File: config.mk
export PLATFORM = sky130hd
export DESIGN_NAME = block_lock_ctrl
export DESIGN_NICKNAME = d
export VERILOG_FILES = /design/src/rtl/block_lock_ctrl.sv
export SDC_FILE = /design/constraint.sdc
export NUM_CORES = 1
export LEC_CHECK = 0
export CAP_MARGIN = 10
export CORE_MARGIN = 3
export CORE_UTILIZATION = 45
export CTS_CLUSTER_SIZE = 12
export DETAILED_ROUTE_END_ITERATION = 7
export PLACE_DENSITY_LB_ADDON = 0.25
export SKIP_CTS_REPAIR_TIMING = 1
export SLEW_MARGIN = 20
export SYNTH_ARGS = -nofsm -noshare
export SYNTH_HDL_FRONTEND = slang
export SYNTH_SLANG_ARGS = --single-unit
export TNS_END_PERCENT = 30
File: constraint.sdc
create_clock -name USER_CLK -period 1.5 [get_ports USER_CLK]
set_clock_uncertainty 0.1 [all_clocks]
set_input_delay 0.375 -clock USER_CLK [delete_from_list [all_inputs] [get_ports USER_CLK]]
set_output_delay 0.375 -clock USER_CLK [all_outputs]
set_load 0.01 [all_outputs]
File: src/rtl/block_lock_ctrl.sv
// Purpose : 64b/66b block-lock FSM (HUNT/SLIP/LOCKED); bitslip requests and descrambler gating.
// Latency : rx_bitslip/block_lock one edge after the deciding header; descrambler_en zero-latency.
// Backpr. : none; header_valid low simply stalls the hunt/window counters (SLIP timer keeps running).
//
// Ports:
//   USER_CLK        block clock (SerDes RX domain)
//   SYSTEM_RESET    synchronous, active-high reset
//   sync_header     2-bit sync header of the current block (01/10 valid, 00/11 invalid)
//   header_valid    sync_header is meaningful this cycle
//   rx_bitslip      one-cycle request for a 1-bit slip in the gearbox
//   block_lock      registered lock status
//   descrambler_en  block_lock & header_valid, combinational
//   slip_cnt        saturating count of issued bitslips          (BLOCK_LOCK_STATS_EN only)
//   lock_loss_cnt   saturating count of LOCKED->SLIP transitions (BLOCK_LOCK_STATS_EN only)
//
// Build option: define BLOCK_LOCK_STATS_EN to add the statistics counters and their ports.

module block_lock_ctrl #(
    parameter int unsigned LOCK_COUNT = 64,
    parameter int unsigned WINDOW     = 64,
    parameter int unsigned BAD_MAX    = 16,
    parameter int unsigned SLIP_WAIT  = 32,
    parameter int unsigned CNT_W      = 16
) (
    input  logic             USER_CLK,
    input  logic             SYSTEM_RESET,
    input  logic [1:0]       sync_header,
    input  logic             header_valid,
    output logic             rx_bitslip,
    output logic             block_lock,
`ifdef BLOCK_LOCK_STATS_EN
    output logic             descrambler_en,
    output logic [CNT_W-1:0] slip_cnt,
    output logic [CNT_W-1:0] lock_loss_cnt
`else
    output logic             descrambler_en
`endif
);

    localparam int unsigned GOOD_W = $clog2(LOCK_COUNT + 1);
    localparam int unsigned WIN_W  = $clog2(WINDOW + 1);
    localparam int unsigned BAD_W  = $clog2(BAD_MAX + 1);
    localparam int unsigned WAIT_W = $clog2(SLIP_WAIT + 1);

    localparam logic [GOOD_W-1:0] GOOD_LAST = GOOD_W'(LOCK_COUNT - 1);
    localparam logic [WIN_W-1:0]  WIN_LAST  = WIN_W'(WINDOW - 1);
    localparam logic [BAD_W-1:0]  BAD_LAST  = BAD_W'(BAD_MAX - 1);
    localparam logic [WAIT_W-1:0] WAIT_LAST = WAIT_W'(SLIP_WAIT - 1);

    typedef enum logic [1:0] {
        ST_HUNT   = 2'd0,
        ST_SLIP   = 2'd1,
        ST_LOCKED = 2'd2
    } state_e;

    state_e            state_q, state_d;
    logic [GOOD_W-1:0] good_cnt_q, good_cnt_d;
    logic [WIN_W-1:0]  win_cnt_q, win_cnt_d;
    logic [BAD_W-1:0]  bad_cnt_q, bad_cnt_d;
    logic [WAIT_W-1:0] wait_cnt_q, wait_cnt_d;
    logic              block_lock_q, block_lock_d;
    logic              rx_bitslip_q, rx_bitslip_d;

    // A valid sync header has exactly one bit set.
    logic hdr_ok;
    logic good_hdr;
    logic bad_hdr;

    assign hdr_ok   = sync_header[1] ^ sync_header[0];
    assign good_hdr = header_valid & hdr_ok;
    assign bad_hdr  = header_valid & ~hdr_ok;

    // ------------------------------------------------------------------
    // State register (also holds the counters and the registered outputs)
    // ------------------------------------------------------------------
    always_ff @(posedge USER_CLK) begin
        if (SYSTEM_RESET) begin
            state_q      <= ST_HUNT;
            good_cnt_q   <= '0;
            win_cnt_q    <= '0;
            bad_cnt_q    <= '0;
            wait_cnt_q   <= '0;
            block_lock_q <= 1'b0;
            rx_bitslip_q <= 1'b0;
        end else begin
            state_q      <= state_d;
            good_cnt_q   <= good_cnt_d;
            win_cnt_q    <= win_cnt_d;
            bad_cnt_q    <= bad_cnt_d;
            wait_cnt_q   <= wait_cnt_d;
            block_lock_q <= block_lock_d;
            rx_bitslip_q <= rx_bitslip_d;
        end
    end

    // ------------------------------------------------------------------
    // Next-state logic
    // ------------------------------------------------------------------
    always_comb begin
        state_d = state_q;
        unique case (state_q)
            ST_HUNT: begin
                if (bad_hdr) begin
                    state_d = ST_SLIP;
                end else if (good_hdr && (good_cnt_q == GOOD_LAST)) begin
                    state_d = ST_LOCKED;
                end
            end
            ST_SLIP: begin
                // SLIP lasts SLIP_WAIT cycles, pulse cycle included.
                if (wait_cnt_q == WAIT_LAST) begin
                    state_d = ST_HUNT;
                end
            end
            ST_LOCKED: begin
                // Too many bad headers wins over a window wrap on the same header.
                if (bad_hdr && (bad_cnt_q == BAD_LAST)) begin
                    state_d = ST_SLIP;
                end
            end
            default: state_d = ST_HUNT;
        endcase
    end

    // ------------------------------------------------------------------
    // Counter next values
    // ------------------------------------------------------------------
    always_comb begin
        good_cnt_d = good_cnt_q;
        win_cnt_d  = win_cnt_q;
        bad_cnt_d  = bad_cnt_q;
        wait_cnt_d = '0;
        unique case (state_q)
            ST_HUNT: begin
                win_cnt_d = '0;
                bad_cnt_d = '0;
                if (bad_hdr) begin
                    good_cnt_d = '0;
                end else if (good_hdr) begin
                    // Cleared on lock so LOCKED starts from a clean slate.
                    good_cnt_d = (good_cnt_q == GOOD_LAST) ? '0 : good_cnt_q + GOOD_W'(1);
                end
            end
            ST_SLIP: begin
                // Headers are ignored here; the timer runs regardless of header_valid.
                good_cnt_d = '0;
                win_cnt_d  = '0;
                bad_cnt_d  = '0;
                wait_cnt_d = (wait_cnt_q == WAIT_LAST) ? '0 : wait_cnt_q + WAIT_W'(1);
            end
            ST_LOCKED: begin
                good_cnt_d = '0;
                if (header_valid) begin
                    if ((bad_hdr && (bad_cnt_q == BAD_LAST)) || (win_cnt_q == WIN_LAST)) begin
                        win_cnt_d = '0;
                        bad_cnt_d = '0;
                    end else begin
                        win_cnt_d = win_cnt_q + WIN_W'(1);
                        bad_cnt_d = bad_cnt_q + BAD_W'(bad_hdr);
                    end
                end
            end
            default: begin
                good_cnt_d = '0;
                win_cnt_d  = '0;
                bad_cnt_d  = '0;
            end
        endcase
    end

    // ------------------------------------------------------------------
    // Output logic: next values of the registered outputs
    // ------------------------------------------------------------------
    always_comb begin
        block_lock_d = (state_d == ST_LOCKED);
        // Pulse only on entry into SLIP, so one slip is outstanding at a time.
        rx_bitslip_d = (state_q != ST_SLIP) && (state_d == ST_SLIP);
    end

    assign block_lock     = block_lock_q;
    assign rx_bitslip     = rx_bitslip_q;
    // Uses the registered lock: the header that completes lock is not itself enabled.
    assign descrambler_en = block_lock_q & header_valid;

`ifdef BLOCK_LOCK_STATS_EN
    // ------------------------------------------------------------------
    // Saturating statistics
    // ------------------------------------------------------------------
    logic [CNT_W-1:0] slip_cnt_q;
    logic [CNT_W-1:0] lock_loss_cnt_q;
    logic             lock_loss_evt;

    assign lock_loss_evt = (state_q == ST_LOCKED) && (state_d == ST_SLIP);

    always_ff @(posedge USER_CLK) begin
        if (SYSTEM_RESET) begin
            slip_cnt_q      <= '0;
            lock_loss_cnt_q <= '0;
        end else begin
            if (rx_bitslip_d && (slip_cnt_q != '1)) begin
                slip_cnt_q <= slip_cnt_q + CNT_W'(1);
            end
            if (lock_loss_evt && (lock_loss_cnt_q != '1)) begin
                lock_loss_cnt_q <= lock_loss_cnt_q + CNT_W'(1);
            end
        end
    end

    assign slip_cnt      = slip_cnt_q;
    assign lock_loss_cnt = lock_loss_cnt_q;
`else
    // Statistics build option off: no counters, FSM unchanged.
`endif

endmodule

* After elaboration in Yosys (flattened, before gate mapping)
Cells that the tools add are included.
** Word-level totals
- Register bits :: 29
- Output and inout bits :: 3
- Word-level logic and storage cells :: 44
** Cells by class
- Add/sub/neg operators :: 4
- Equal/unequal tests :: 9
- Multiplexer cells :: 8
- Bitwise gates (word level) :: 8
- Reductions and logical operators :: 8
** Operators with widths (number)
- adder 7 x 1 -> 7 bit (second input constant) :: 2
- equality test 7 x 6 -> 1 bit (second input constant) :: 2
- 2-to-1 mux 7 bit :: 2
- 2-to-1 mux 2 bit :: 4
- adder 6 x 1 -> 6 bit (second input constant) :: 1
- equality test 6 x 5 -> 1 bit (second input constant) :: 1
- case mux 2 bit (3 select lines) :: 1
- OR reduction 3 bit :: 2
- adder 5 x 1 -> 5 bit :: 1
- equality test 5 x 4 -> 1 bit (second input constant) :: 1
- 2-to-1 mux 5 bit :: 1
- equality test 2 x 1 -> 1 bit (second input constant) :: 2
- equality test 2 bit (second input constant) :: 2
- inverter 1 bit :: 4
- bitwise AND 1 bit :: 3
- logical AND 1 bit :: 3
- logical NOT 2 bit :: 1
- != test 2 x 1 -> 1 bit (second input constant) :: 1
- OR reduction 2 bit :: 1
- logical OR 1 bit :: 1
- bitwise XOR 1 bit :: 1

* Logic depth before layout (Yosys ltp)
- Depth in word-level cells :: 8
- Depth in mapped cells :: 8
- Depth with buffers taken out :: 8

* Worst setup path before layout
OpenSTA, ideal clock, no wires.
- Kind :: input to register
- Start :: input port sync_header[0]
- End :: register bad_cnt_q[4]
- Setup time :: 0.116 ns
- Arrival time :: 1.422 ns
- Required time :: 1.284 ns
- Setup slack :: -0.138 ns
- Stages on the path :: 8
- Cells stage by stage :: xnor2_2 > nand2_1 > inv_1 > ha_1 > ha_1 > nand4_1 > xor2_1 > nor2_2
** On the way
- Word-level cells in the longest chain between the ends :: 6
- Elaborated cells between the ends (all ways) :: 7
- Those cells by class :: 1 x add/sub; 1 x mux; 3 x bitwise; 2 x reduce/logical
** RTL lines
- from (decl) :: line 27 : input logic [1:0] sync_header,
- bitwise XOR 1 bit (*) :: line 69 : assign hdr_ok = sync_header[1] ^ sync_header[0];
- inverter 1 bit (*) :: line 71 : assign bad_hdr = header_valid & ~hdr_ok;
- bitwise AND 1 bit (*) :: line 71
- parallel branches: the longest is 2 deep, another holds adder 5 x 1 -> 5 bit
- 2-to-1 mux 5 bit (*) :: line 154 : if ((bad_hdr && (bad_cnt_q == BAD_LAST)) || (win_cnt_q == WIN_LAST)) begin
- to (signal assigned) :: line 89 : bad_cnt_q <= bad_cnt_d;
- to (decl) :: line 59 : logic [BAD_W-1:0] bad_cnt_q, bad_cnt_d;
Mark *: on every way between the ends.
A chain may end at the register's enable or synchronous reset.

* Final worst setup path
- Start :: register win_cnt_q[1]
- End :: register bad_cnt_q[2]
** On the way
- Word-level cells in the longest chain between the ends :: 3
** RTL lines
- from (decl) :: line 58 : logic [WIN_W-1:0] win_cnt_q, win_cnt_d;
- from (signal assigned) :: line 88 : win_cnt_q <= win_cnt_d;
- equality test 7 x 6 -> 1 bit :: line 154
- logical OR 1 bit :: line 154
- 2-to-1 mux 5 bit :: line 154
Every way passes these cells.

==> run summary <==
Status: completed
Max VDD drop: 0.000786 V
Clk_lat worst skew: 320 ps
Placer Congestion: 0.853
Max Fclk: 698 MHz
First-pass GRT wire length: 4230 µm
Max_cap viols: 0
FF-to-FF Start: win_cnt_q[1]
Crit Path Class: register to register
Cell variety after synth: 34
Final period utilization: 0.956
TritonCTS clock tree: done
Post-Synth Simple-Gate Area: 0.243
Data arrival time of the critical path: 1560 ps
Clock buffer depth: 2
Synth Area in Compound Gates: 0.0897
Post-Synth Adder-Cell Area: 0.0482
Max_slew headroom: 0.673
Min cycle time layout: 1430 ps
Synth Area in XOR/XNOR: 0.127
Largest family of logic cells by synthesized area: simple AND/OR/NAND/NOR gates
Pin count of the biggest net entering global routing: 13
Pre-CTS setup slack: -588 ps
Syn_nets: 149
Final hold viol count: 0
Layout area overhead: 28.4%
Crit Path Max Fanout: 5
End of the worst hold path: rx_bitslip
Die width: 59.7 µm
Die area: 0.00356 mm²
Ports: 8
Routed wire per std cell: 12.5 µm
Actual slew at the worst max-slew pin: 489 ps
Port Buffers: 7
R2R depth: 6
1st-iter DRT viols: 31
Antenna Nets Post-Route: 0
Mean Syn Cell Area: 9.33 µm²
Post-route cell area: 0.00167 mm²
CP Launch Type: register
Initial Util: 0.497
Critical-path cell list: ha_2, and4b_2, a31oi_4, a21oi_2, buf_4, nor2_1
Nets: 178
Diode count: 0
Syn Inst Count: 139
Placed cells: 188
Setup TNS: 0 ps
Initial antenna violation count: 0
Die height: 59.7 µm
#FFs+latches synth: 29
Clock-pin slew reported for the worst setup and hold paths after clock tree synthesis: 80 ps
Hold Crit Class: input port to register
Site row count: 18
Number of global-route vias before repair: 985
Area post-placement: 0.00154 mm²
Root buf cell: clkbuf_4
Main flop type after synthesis: dfxtp_1
Mux cell area share after synthesis: 0.0231
All-Layer GR Usage: 0.163
Hold slack: 297 ps
Clk sinks: 29
Synthesis Warnings: 0
Buffers & Inverters on Critical Path: 1
Sequential area share after synthesis: 0.447
Min-Delay Path Depth: 3
Total gr overflow: 0
Critical path's largest stage delay: 350 ps
Req. time, crit path: 1630 ps
DRC: 0
Final std cells w/o fill: 198
Leakage power total: 0.705 nW
H-Tree Depth: 2
Filler cell count: 226
Layout cells sized above 1: 0.268
Mapped Area: 0.00130 mm²
Reg2Reg Setup Slack: 70 ps
Setup crit end kind: register
Hold path startpoint: SYSTEM_RESET
Pwr Total: 1.38 mW
Slew Viols, Final: 0
Async set-reset flop share out of synthesis: 0
Final setup violation count: 0
Drt first pass iters: 4
Core Footprint: 0.00261 mm²
Vias/cell: 5.22
Power Density: 831 mW/mm²
EDFF count, synth: 0
DP HPWL: 1840 µm
Slowest CP cell: dfxtp_2
Final Util: 0.638
FF-to-FF End: bad_cnt_q[2]
Setup WS post-layout: 66.5 ps
TritonCTS buffer count: 5
DRT Wirelength: 2470 µm
Family with the most delay on the worst path: flip-flops
Vias: 1034
-- synth_stat cells, drive strengths merged, types with 2 or more instances --
| library cell | n | area share |
|---|---|---|
| ha | 5 | 0.048 |
| mux2i | 3 | 0.023 |
| or3 | 2 | 0.011 |
| nand2 | 12 | 0.035 |
| buf | 2 | 0.013 |
| nor3 | 2 | 0.0077 |
| xnor2 | 6 | 0.046 |
| nand3 | 5 | 0.019 |
| xor2 | 12 | 0.081 |
| o22ai | 2 | 0.0096 |
| o21ai | 4 | 0.015 |
| a21oi | 4 | 0.021 |
| nor2 | 27 | 0.084 |
| and3 | 2 | 0.0096 |
| dfxtp | 29 | 0.45 |
| nand4 | 8 | 0.039 |
| inv | 2 | 0.0058 |
-- state kept, by name, indices dropped and copies added, names as in the netlist --
signal / cells
block_lock: 1
state_q: 2
good_cnt_q: 7
wait_cnt_q: 6
bad_cnt_q: 5
rx_bitslip: 1
win_cnt_q: 7
-- worst max-delay path by stage --
| stage | slack [ps] | depth (start not counted) | endpoint | from |
|---|---|---|---|---|
| floorplan | -20 | 8 | bad_cnt_q[4] | sync_header[1] |
| finish | 70 | 6 | bad_cnt_q[2] | win_cnt_q[1] |
| global route | -10 | 4 | wait_cnt_q[2] | wait_cnt_q[0] |
| global placement | -520 | 9 | bad_cnt_q[4] | sync_header[1] |
| CTS | -510 | 3 | descrambler_en | header_valid |
| detailed placement | -590 | 9 | bad_cnt_q[4] | sync_header[1] |
-- report_power, final --
part | leakage, nW | switching, mW | internal (mW)
clock | 0.0314 | 0.253 | 0.221
sequential | 0.237 | 0.00718 | 0.777
combinational | 0.437 | 0.0601 | 0.0665
-- cells by family after synthesis --
| logic type | Yosys count |
|---|---|
| AND/OR/NAND/NOR | 64 |
| adder cells (fa/ha/maj) | 5 |
| AO/OA/AOI/OAI | 15 |
| buffers and inverters | 5 |
| XOR/XNOR | 18 |
| multiplexers | 3 |
| flip-flops | 29 |
-- metal layers --
metal  global-route usage  vias to the layer above  part of all wire
li1                     -                      538                 -
met1                0.192                      473              0.45
met2                0.256                       17              0.49
met3               0.0518                        6             0.043
met4               0.0949                        0             0.021
met5                    0                        -                 0
-- worst register-to-register path: cells and delay by family (launching register included) --
family	cells	cell delay (ps)
AOI/OAI and AO/OA	2	260
buffers and inverters	1	160
and+or+nand+nor	2	290
DFF	1	350
adders and majority gates	1	190
-- cell usage in the layout, fill, tap and decap left out, types with 4 or more instances in the layout --
| cell type | synthesis | layout |
|---|---|---|
| buf_4 | 0 | 15 |
| xor2_1 | 12 | 12 |
| xnor2_1 | 5 | 5 |
| o21ai_0 | 4 | 4 |
| nand4_1 | 8 | 8 |
| dfxtp_1 | 29 | 24 |
| dlymetal6s2s_1 | 0 | 7 |
| dfxtp_2 | 0 | 4 |
| clkbuf_4 | 0 | 5 |
| nor2_1 | 24 | 24 |
| nand3_1 | 5 | 5 |
| nand2_1 | 12 | 11 |
-- final cells by class --
type | count | area, µm² | share of cell area
tap | 30 | 37.5 | 0.0225
timing repair buffer | 25 | 234 | 0.140
multi-input combinational | 105 | 743 | 0.446
clock buffer | 7 | 55.1 | 0.0330
inverter | 2 | 7.51 | 0.00450
sequential | 29 | 589 | 0.354
(Power assumes the default switching activity.)
